**config.mk**
```make
export PLATFORM = sky130hd
export DESIGN_NAME = fetch_prefetch_unit
export DESIGN_NICKNAME = d
export VERILOG_FILES = /design/src/rtl/fetch_pkg.sv /design/src/rtl/fetch_fifo.sv /design/src/rtl/fetch_prefetch_unit.sv
export SDC_FILE = /design/constraint.sdc
export NUM_CORES = 1
export LEC_CHECK = 0
export CORE_UTILIZATION = 50
export CTS_CLUSTER_SIZE = 30
export DETAILED_ROUTE_END_ITERATION = 10
export HOLD_SLACK_MARGIN = 0.12
export PLACE_DENSITY = 0.73
export SLEW_MARGIN = 20
export SYNTH_ARGS = -nofsm -noshare
export SYNTH_HDL_FRONTEND = slang
export SYNTH_SLANG_ARGS = --single-unit
```
**constraint.sdc**
```tcl
create_clock -name clk -period 1.9 [get_ports clk]
set_input_delay 0.285 -clock clk [delete_from_list [all_inputs] [get_ports clk]]
set_output_delay 0.285 -clock clk [all_outputs]
set_load 0.01 [all_outputs]
```
**src/rtl/fetch_pkg.sv**
```systemverilog
// Shared types and constants for the instruction prefetch unit.
package fetch_pkg;

  localparam int FETCH_XLEN = 32;
  localparam logic [FETCH_XLEN-1:0] NOP_INSTR = 32'h7800_0000;

  typedef enum logic [1:0] {
    IDLE    = 2'b00,
    WAIT    = 2'b01,
    DISCARD = 2'b10
  } fetch_state_t;

  typedef struct packed {
    logic [FETCH_XLEN-1:0] pc;
    logic [FETCH_XLEN-1:0] instr;
  } fetch_entry_t;

endpackage

```
**src/rtl/fetch_fifo.sv**
```systemverilog
// Circular-buffer FIFO for prefetched {pc, instr} entries with synchronous clear.
module fetch_fifo #(
  parameter int  DEPTH = 4,
  parameter type T     = logic [63:0]
) (
  input  logic clk,
  input  logic rst_n,
  input  logic i_clr,
  input  logic i_push,
  input  T     i_data,
  input  logic i_pop,
  output T     o_data,
  output logic o_empty,
  output logic o_full
);

  localparam int PTR_W = $clog2(DEPTH);
  localparam int CNT_W = $clog2(DEPTH + 1);
  localparam logic [CNT_W-1:0] FULL_CNT = CNT_W'(DEPTH);

  T                 r_mem [DEPTH];
  logic [PTR_W-1:0] r_wr_ptr;
  logic [PTR_W-1:0] r_rd_ptr;
  logic [CNT_W-1:0] r_count;
  logic             w_push;
  logic             w_pop;

  assign o_empty = (r_count == '0);
  assign o_full  = (r_count == FULL_CNT);
  assign w_push  = i_push && !o_full;
  assign w_pop   = i_pop && !o_empty;
  assign o_data  = r_mem[r_rd_ptr];

  // Pointers and occupancy; clear wins over push/pop.
  always_ff @(posedge clk or negedge rst_n) begin
    if (!rst_n) begin
      r_wr_ptr <= '0;
      r_rd_ptr <= '0;
      r_count  <= '0;
    end else if (i_clr) begin
      r_wr_ptr <= '0;
      r_rd_ptr <= '0;
      r_count  <= '0;
    end else begin
      if (w_push) r_wr_ptr <= r_wr_ptr + PTR_W'(1);
      if (w_pop)  r_rd_ptr <= r_rd_ptr + PTR_W'(1);
      case ({w_push, w_pop})
        2'b10:   r_count <= r_count + CNT_W'(1);
        2'b01:   r_count <= r_count - CNT_W'(1);
        default: r_count <= r_count;
      endcase
    end
  end

  // Entry storage.
  always_ff @(posedge clk or negedge rst_n) begin
    if (!rst_n) begin
      for (int i = 0; i < DEPTH; i++) r_mem[i] <= '0;
    end else if (w_push && !i_clr) begin
      r_mem[r_wr_ptr] <= i_data;
    end
  end

endmodule

```
**src/rtl/fetch_prefetch_unit.sv**
```systemverilog
// Fetch stage: one-outstanding-read fetch FSM feeding a prefetch FIFO, with
// redirect/flush, stall and interrupt-instruction injection.
module fetch_prefetch_unit
  import fetch_pkg::*;
#(
  parameter int               XLEN     = FETCH_XLEN,
  parameter int               DEPTH    = 4,
  parameter logic [XLEN-1:0]  RESET_PC = 32'h1000_2000,
  parameter logic [XLEN-1:0]  PC_INC   = 32'd4
) (
  input  logic            clk,
  input  logic            rst_n,
  input  logic            i_redirect,
  input  logic [XLEN-1:0] i_redirect_pc,
  input  logic            i_stall,
  input  logic            i_int_req,
  input  logic [XLEN-1:0] i_int_inst,
  output logic            o_int_ack,
  output logic            o_mem_req,
  output logic [XLEN-1:0] o_mem_addr,
  input  logic            i_mem_ready,
  input  logic            i_mem_rvalid,
  input  logic [XLEN-1:0] i_mem_rdata,
  output logic            o_instr_valid,
  output logic [XLEN-1:0] o_instr,
  output logic [XLEN-1:0] o_pc_out
);

  localparam logic [XLEN-1:0] PC_ALIGN_MASK = {{(XLEN-2){1'b1}}, 2'b00};

  fetch_state_t    r_state;
  fetch_state_t    w_state_nxt;
  logic [XLEN-1:0] r_fetch_pc;
  logic [XLEN-1:0] w_fetch_pc_nxt;
  logic            r_int_pending;
  logic            w_int_pending_nxt;
  fetch_entry_t    w_push_entry;
  fetch_entry_t    w_head;
  logic            w_empty;
  logic            w_full;
  logic            w_accept;
  logic            w_push;
  logic            w_pop;
  logic            w_int_ack;
  logic            w_instr_valid;

  // A request is only issued with a free slot, so an in-flight response always fits.
  assign o_mem_req     = rst_n && (r_state == IDLE) && !w_full && !i_redirect;
  assign o_mem_addr    = r_fetch_pc;
  assign w_accept      = o_mem_req && i_mem_ready;
  assign w_push        = (r_state == WAIT) && i_mem_rvalid && !i_redirect;
  assign w_instr_valid = !i_redirect && (r_int_pending || !w_empty);
  assign w_pop         = !w_empty && !i_redirect && !i_stall && !r_int_pending;
  assign w_int_ack     = r_int_pending && !i_stall && !i_redirect;
  assign w_push_entry  = '{pc: r_fetch_pc, instr: i_mem_rdata};
  assign o_int_ack     = w_int_ack;
  assign o_instr_valid = w_instr_valid;

  fetch_fifo #(
    .DEPTH (DEPTH),
    .T     (fetch_entry_t)
  ) u_fifo (
    .clk     (clk),
    .rst_n   (rst_n),
    .i_clr   (i_redirect),
    .i_push  (w_push),
    .i_data  (w_push_entry),
    .i_pop   (w_pop),
    .o_data  (w_head),
    .o_empty (w_empty),
    .o_full  (w_full)
  );

  // State, fetch address and interrupt-pending registers.
  always_ff @(posedge clk or negedge rst_n) begin
    if (!rst_n) begin
      r_state       <= IDLE;
      r_fetch_pc    <= RESET_PC;
      r_int_pending <= 1'b0;
    end else begin
      r_state       <= w_state_nxt;
      r_fetch_pc    <= w_fetch_pc_nxt;
      r_int_pending <= w_int_pending_nxt;
    end
  end

  // Next-state logic for the fetch FSM, fetch_pc and interrupt pending.
  always_comb begin
    w_state_nxt       = r_state;
    w_fetch_pc_nxt    = r_fetch_pc;
    w_int_pending_nxt = r_int_pending;
    case (r_state)
      IDLE: begin
        if (w_accept) w_state_nxt = i_redirect ? DISCARD : WAIT;
        else          w_state_nxt = IDLE;
      end
      WAIT: begin
        if (i_mem_rvalid)    w_state_nxt = IDLE;
        else if (i_redirect) w_state_nxt = DISCARD;
        else                 w_state_nxt = WAIT;
      end
      DISCARD: begin
        if (i_mem_rvalid) w_state_nxt = IDLE;
        else              w_state_nxt = DISCARD;
      end
      default: w_state_nxt = IDLE;
    endcase
    if (i_redirect)  w_fetch_pc_nxt = i_redirect_pc & PC_ALIGN_MASK;
    else if (w_push) w_fetch_pc_nxt = r_fetch_pc + PC_INC;
    else             w_fetch_pc_nxt = r_fetch_pc;
    // A request still high in the ack cycle must not immediately re-arm.
    if (w_int_ack)      w_int_pending_nxt = 1'b0;
    else if (i_int_req) w_int_pending_nxt = 1'b1;
    else                w_int_pending_nxt = r_int_pending;
  end

  // Output mux: injected instruction overrides the FIFO head while pending.
  always_comb begin
    o_instr  = NOP_INSTR;
    o_pc_out = '0;
    if (!w_instr_valid) begin
      o_instr  = NOP_INSTR;
      o_pc_out = '0;
    end else if (r_int_pending) begin
      o_instr  = i_int_inst;
      o_pc_out = w_empty ? r_fetch_pc : w_head.pc;
    end else begin
      o_instr  = w_head.instr;
      o_pc_out = w_head.pc;
    end
  end

endmodule

```
# Yosys cells after proc, flatten, opt, wreduce, memory -nomap -nowiden
# Index checks and enable logic that the tools add are counted.
[word_totals] regBits=298 input_bits=103 output_inout_bits=99
[classes] add_sub_neg=5 order_cmp=3 eq_ne=5 n_mux=26 bitwise=2 reduce_logical=29
[op_table] op="256-bit bitwise mux" n=1
[op_table] op="32-bit 2-to-1 mux" n=7
[op_table] op="64-bit 2-to-1 mux" n=3
[op_table] op="64-bit binary-select mux with 2-bit select" n=1
[op_table] op="64-bit demux with 2-bit select" n=1
[op_table] op="32-bit by 3-bit adder with 32-bit output (second input constant)" n=1
[op_table] op="1-bit logical AND" n=16
[op_table] op="2-bit 2-to-1 mux" n=8
[op_table] op="2-bit nonzero test" n=4
[op_table] op="3-bit greater-or-equal comparator (second input constant)" n=2
[op_table] op="2-bit inverter with 3-bit output" n=2
[op_table] op="2-bit case mux with 3 select lines" n=1
[op_table] op="3-bit case mux with 2 select lines" n=1
[op_table] op="1-bit zero test" n=5
[op_table] op="2-bit by 1-bit adder with 2-bit output (second input constant)" n=2
[op_table] op="2-bit by 1-bit == test with 1-bit output (second input constant)" n=2
[op_table] op="2-bit == test (second input constant)" n=2
[op_table] op="3-bit by 1-bit adder with 3-bit output (second input constant)" n=1
[op_table] op="3-bit == test (second input constant)" n=1
[op_table] op="3-bit zero test" n=1
[op_table] op="3-bit by 1-bit < comparator with 1-bit output (second input constant)" n=1
[op_table] op="3-bit 2-to-1 mux" n=1
[op_table] op="3-bit nonzero test" n=1
[op_table] op="3-bit by 1-bit subtractor with 3-bit output (second input constant)" n=1
[op_table] op="3 further kinds" n=4

# Longest topological paths before layout
[depth] ltp_word=9 depth_mapped=7 depth_no_buf=6

# Cells and area by module
# A second synthesis with hierarchy kept.
[hier_totals] hier_cells=1063 hier_area_um2=14498.9
[modules_own_cells] mod="fetch_fifo" instances=1 cells_each=675 area_per_inst_um2=11602.4
[modules_own_cells] mod="fetch_prefetch_unit" instances=1 cells_each=388 area_per_inst_um2=2896.5

# Worst setup path before layout
# OpenSTA, ideal clock, no wires.
[synth_path] path_type="flip-flop to flip-flop" startpoint="reg u_fifo.r_count[2]" endpoint="reg u_fifo.r_count[2]" setup_time_ps=83 arrival_ps=2031 required_ps=1817 path_slack_ps=-214 stages_incl_launch_ff=7 path_buffers=0 synth_period_minus_slack_ps=2114 cell_sequence="dfrtp_1 -> nor3_1 -> or4_1 -> nor2_1 -> fa_1 -> mux4_2 -> o21ai_0"
[synth_between] elab_chain_len=9 elab_cells_between_ends=16 cone_classes="add/sub (2); eq/ne (3); mux (2); reduce/logical (9)"
[synth_lines] element="from (decl)" line_no="fetch_fifo.sv:24" text="logic [CNT_W-1:0] r_count;"
[synth_lines] element="from (signal assigned)" line_no="fetch_fifo.sv:48" text="2'b10: r_count <= r_count + CNT_W'(1);"
[synth_lines] element="from (signal assigned)" line_no="fetch_fifo.sv:49" text="2'b01: r_count <= r_count - CNT_W'(1);"
[synth_lines] element="from (signal assigned)" line_no="fetch_fifo.sv:50" text="default: r_count <= r_count;"
[synth_lines] element="3-bit zero test" line_no="fetch_fifo.sv:28" text="assign o_empty = (r_count == '0);"
[synth_lines] element="1-bit zero test" line_no="fetch_fifo.sv:31, fetch_prefetch_unit.sv:53"
[synth_lines] element="1-bit logical AND (3 in a row)" line_no="fetch_prefetch_unit.sv:53" text="assign w_pop = !w_empty && !i_redirect && !i_stall && !r_int_pending;"
[synth_lines] element="1-bit logical AND" line_no="fetch_fifo.sv:31" text="assign w_pop = i_pop && !o_empty;"
[synth_lines] element="2-bit by 1-bit == test with 1-bit output or 2-bit == test (tied branches)" line_no="fetch_fifo.sv:47" text="case ({w_push, w_pop})"
[synth_lines] element="3-bit case mux with 2 select lines" line_no="fetch_fifo.sv:47"
[synth_lines] element="3-bit 2-to-1 mux" line_no="fetch_fifo.sv:40" text="end else if (i_clr) begin"
# Several ways; a longest one is shown, not always the timed one.
# A chain may end at the register's enable or synchronous reset.

# Worst setup path in the final report
[layout_path] startpoint="reg u_fifo.r_rd_ptr[0]" endpoint="out o_pc_out[11]"
[layout_between] elab_chain_len=7
[layout_lines] element="from (decl)" line_no="fetch_fifo.sv:23" text="logic [PTR_W-1:0] r_rd_ptr;"
[layout_lines] element="from (signal assigned)" line_no="fetch_fifo.sv:46" text="if (w_pop) r_rd_ptr <= r_rd_ptr + PTR_W'(1);"
[layout_lines] element="2-bit inverter with 3-bit output (implied by the code) (*)" line_no="fetch_fifo.sv:32" text="assign o_data = r_mem[r_rd_ptr];"
[layout_lines] element="64-bit binary-select mux with 2-bit select (*)" line_no="fetch_fifo.sv:32"
[layout_lines] element="64-bit 2-to-1 mux (implied by the code) (*) (2 in a row)" line_no="fetch_fifo.sv:32"
[layout_lines] element="32-bit 2-to-1 mux" line_no="fetch_prefetch_unit.sv:126" text="o_pc_out = w_empty ? r_fetch_pc : w_head.pc;"
[layout_lines] element="32-bit 2-to-1 mux (*)" line_no="fetch_prefetch_unit.sv:124" text="end else if (r_int_pending) begin"
[layout_lines] element="32-bit 2-to-1 mux (*)" line_no="fetch_prefetch_unit.sv:121" text="if (!w_instr_valid) begin"
[layout_lines] element="to (decl)" line_no="fetch_prefetch_unit.sv:26" text="output logic [XLEN-1:0] o_pc_out"
# Every way passes the cells marked *; elsewhere a longest branch is shown, timed or not. The select of a mux whose other input is x is not followed.

==> run metrics <==
worst path required time=approximately 1.6 ns; root buf cell=clkbuf_16; top cells by area, synth=dfrtp_1 (51%), mux2_2 (20%), mux4_2 (10%); most used flip-flop cell after synthesis=dfrtp_1; met1 Track Usage GR=0.389; diode count=0; cts bufs inserted=30; Die ar.=28700 um2; crit path kind=reg -> out; Syn Inst Count=roughly 1100; Max-slew headroom=0.349; Die Width=between 150 and 200 um; clock tree buffer depth=3; post-synthesis area per instance=roughly 13 um2; Crit path arrival time=2.29 ns; Final setup viols=about 320; Final Hold Viols=0; I/O Pins=202; register share of total power=0.428; placed inst area=~17000 um2; port bufs=roughly 200; asr flop ratio synth=1.00; failing checks=negative setup slack; Max Cap Viol=0; flops & latches, synth=288; routed vias/inst=roughly 6.0; power share of the clock group=0.364; H-tree levels=1; clock skew=about 0.025 ns; Tot GR Track Use=0.283; Clk pin slew, worst setup/hold paths=0.06 ns; post-synthesis sequential area ratio=0.515; commonest cells after routing, fill and taps aside=dfrtp_1 (280), mux2_4 (248), clkdlybuf4s50_1 (101); hpwl dp=between 20000 and 25000 um; Nets=roughly 1500; Internal=12.3 mW; switching portion of total power=0.264; Synth top area share=0.511; Post-Place Worst Slack=-0.426 ns; largest net degree at the start of global routing=approximately 170; Max FO, Critical Path=6; GRT overflow=0; sw power=approximately 4.4 mW; Finished Cell Area=roughly 21000 um2; maximum vdd drop=approximately 0.62 mV; first-pass GRT wire length=roughly 62000 um; row cnt=60; final worst-path setup slack=-0.676 ns; Post-synth EDFFs=0; starting density of the core=0.515; die height=between 150 and 200 um; Remaining DRCs=0; RSZ-0062 raised after global routing=true; Clock Latency Late Sink=0.58 ns; DRT antenna net count=0; combinational power share=0.208; Yosys Warn Count=0; LEAKAGE=10.3 nW; Avg WL per Cell=~25 um; GP Congestion=between 0.8 and 0.9; cell taking the most area after synthesis=dfrtp_1; Filler Cell Count=around 1600; vias in the first global route=about 11000; final core occ=0.762; routed via count=10700; CP endpoint kind=primary output; drt pass-1 iters=6; Iteration-0 DRC Markers=874; synthesized area=~14000 um2; M2 GR Usage=0.469; GR Util met3=0.0506; Setup TNS=-137.10 ns; Routed WL=45100 um; FMAX=between 0.3 and 0.4 GHz; Hold Crit Class=in -> reg; Power Density=807 nW/um2; Tmin final=~2.6 ns; CTS tree=yes; CORE AREA=around 27000 um2; Sink Count=between 200 and 300; layout cells sized above 1=0.500; busiest grt layer=met2; initial antenna violation count=0; commonest non-fill, non-tap cell in the layout=dfrtp_1; Netlist cell types=48; area delta synth->final=47.9%; period utilization=1.36; final slew viol count=0; Startpoint Class=flip-flop; status=complete, but fails checks; Worst-Margin Slew=between 0.9 and 1 ns
power groups by stage:
stage / Sequential (mW) / Combinational, mW / Clock [mW]
floorplan: 7.09 / 1.64 / 0
global placement: 7.13 / 2.86 / 0
detailed placement: 7.16 / 2.92 / 0
CTS: 7.06 / 2.95 / 6.06
global route: 7.20 / 3.69 / 6.33
finish: 7.15 / 3.47 / 6.08
state kept, by name, summed over array words and instances, names as in the netlist:
register and cells:
o_mem_addr 30, r_int_pending 1, r_state 2, u_fifo.r_count 3
u_fifo.r_mem 248, u_fifo.r_rd_ptr 2, u_fifo.r_wr_ptr 2
what timing repair did:
item                                    in CTS  in global routing
buffers inserted                            44                 17
endpoints found under the hold margin      286                  0
cloned                                      23                 13
hold buffers                                 1                  0
endpoints found under the setup margin     343                326
pin swaps                                   13                 31
resized for setup                          406                300
final timing paths:
kind	startpoint	endpoint	slack (ns)	cells past startpoint
max in group asynchronous	rst_n	u_fifo.r_mem[155]$_DFFE_PN0P_	0.68	3
worst max register to register	u_fifo.r_count[0]$_DFFE_PN0P_	u_fifo.r_count[2]$_DFFE_PN0P_	-0.55	12
min in group asynchronous	rst_n	u_fifo.r_mem[236]$_DFFE_PN0P_	0.38	3
worst min register to register	u_fifo.r_mem[57]$_DFFE_PN0P_	u_fifo.r_mem[57]$_DFFE_PN0P_	0.51	1
worst min-delay path	i_redirect	u_fifo.r_wr_ptr[1]$_DFFE_PN0P_	0.21	3
worst max-delay path	u_fifo.r_rd_ptr[0]$_DFFE_PN0P_	o_pc_out[11]	-0.68	6
area by class of cell:
cell class	count	area (um2)	area share
multi-input combinational	674	7700	0.372
inverter	6	27.5	0.00133
clock buffer	45	867	0.0419
timing repair buffer	388	4280	0.207
sequential	288	7220	0.349
clock inverter	11	141	0.00683
tap	372	465	0.0225
per-stage QoR:
stage          power, mW  std cells  hold slack, ns
2_1_floorplan       8.74       1059         -0.0106
3_3_place_gp        9.99       1643           0.469
3_5_place_dp        10.1       1643           0.472
4_1_cts             16.1       1764           0.120
5_1_grt             17.2       1784           0.203
6_report            16.7       1784           0.205
cell families (layout without fill, tap and decap cells):
family,count (synthesis),count (layout),share of synthesized area
muxes,347,347,0.327
DFF,288,288,0.515
and+or+nand+nor,216,218,0.0757
buffers and inverters,99,450,0.0313
AOI/OAI and AO/OA,70,70,0.0270
xor gates and xnor gates,29,29,0.0181
adders and majority gates,6,6,0.00590
other,1,4,0.000268
synthesized netlist by cell type, types with 2 or more instances:
cell type,count
nand4_1,11
nor2_1,43
or3_1,2
buf_1,7
xnor2_1,7
nand3_1,46
dfstp_2,2
nand2b_1,2
nor3b_1,2
o21ai_0,27
ha_1,5
and2_1,4
mux4_2,63
nor4_1,2
nand2_1,80
nor4_4,2
dfrtp_1,286
mux2_2,250
nor3_1,4
a21oi_1,36
buf_2,39
mux2i_1,34
clkbuf_2,2
xor2_1,22
buf_4,4
and3_1,5
inv_1,6
or4_1,3
clkbuf_1,41
critical path: stages, from the launching register on:
cell           delay (ns)
dfrtp_4              0.50
buf_4                0.15
buf_12               0.12
mux4_2               0.51
nand2_2              0.10
a21oi_1              0.06
dlygate4sd2_1        0.28
routing by layer:
metal	up-vias	routed length [um]
li1	4475	-
met1	5582	19000
met2	516	21800
met3	110	3090
met4	0	1310
met5	-	0
Power figures use the tool's default switching activity.
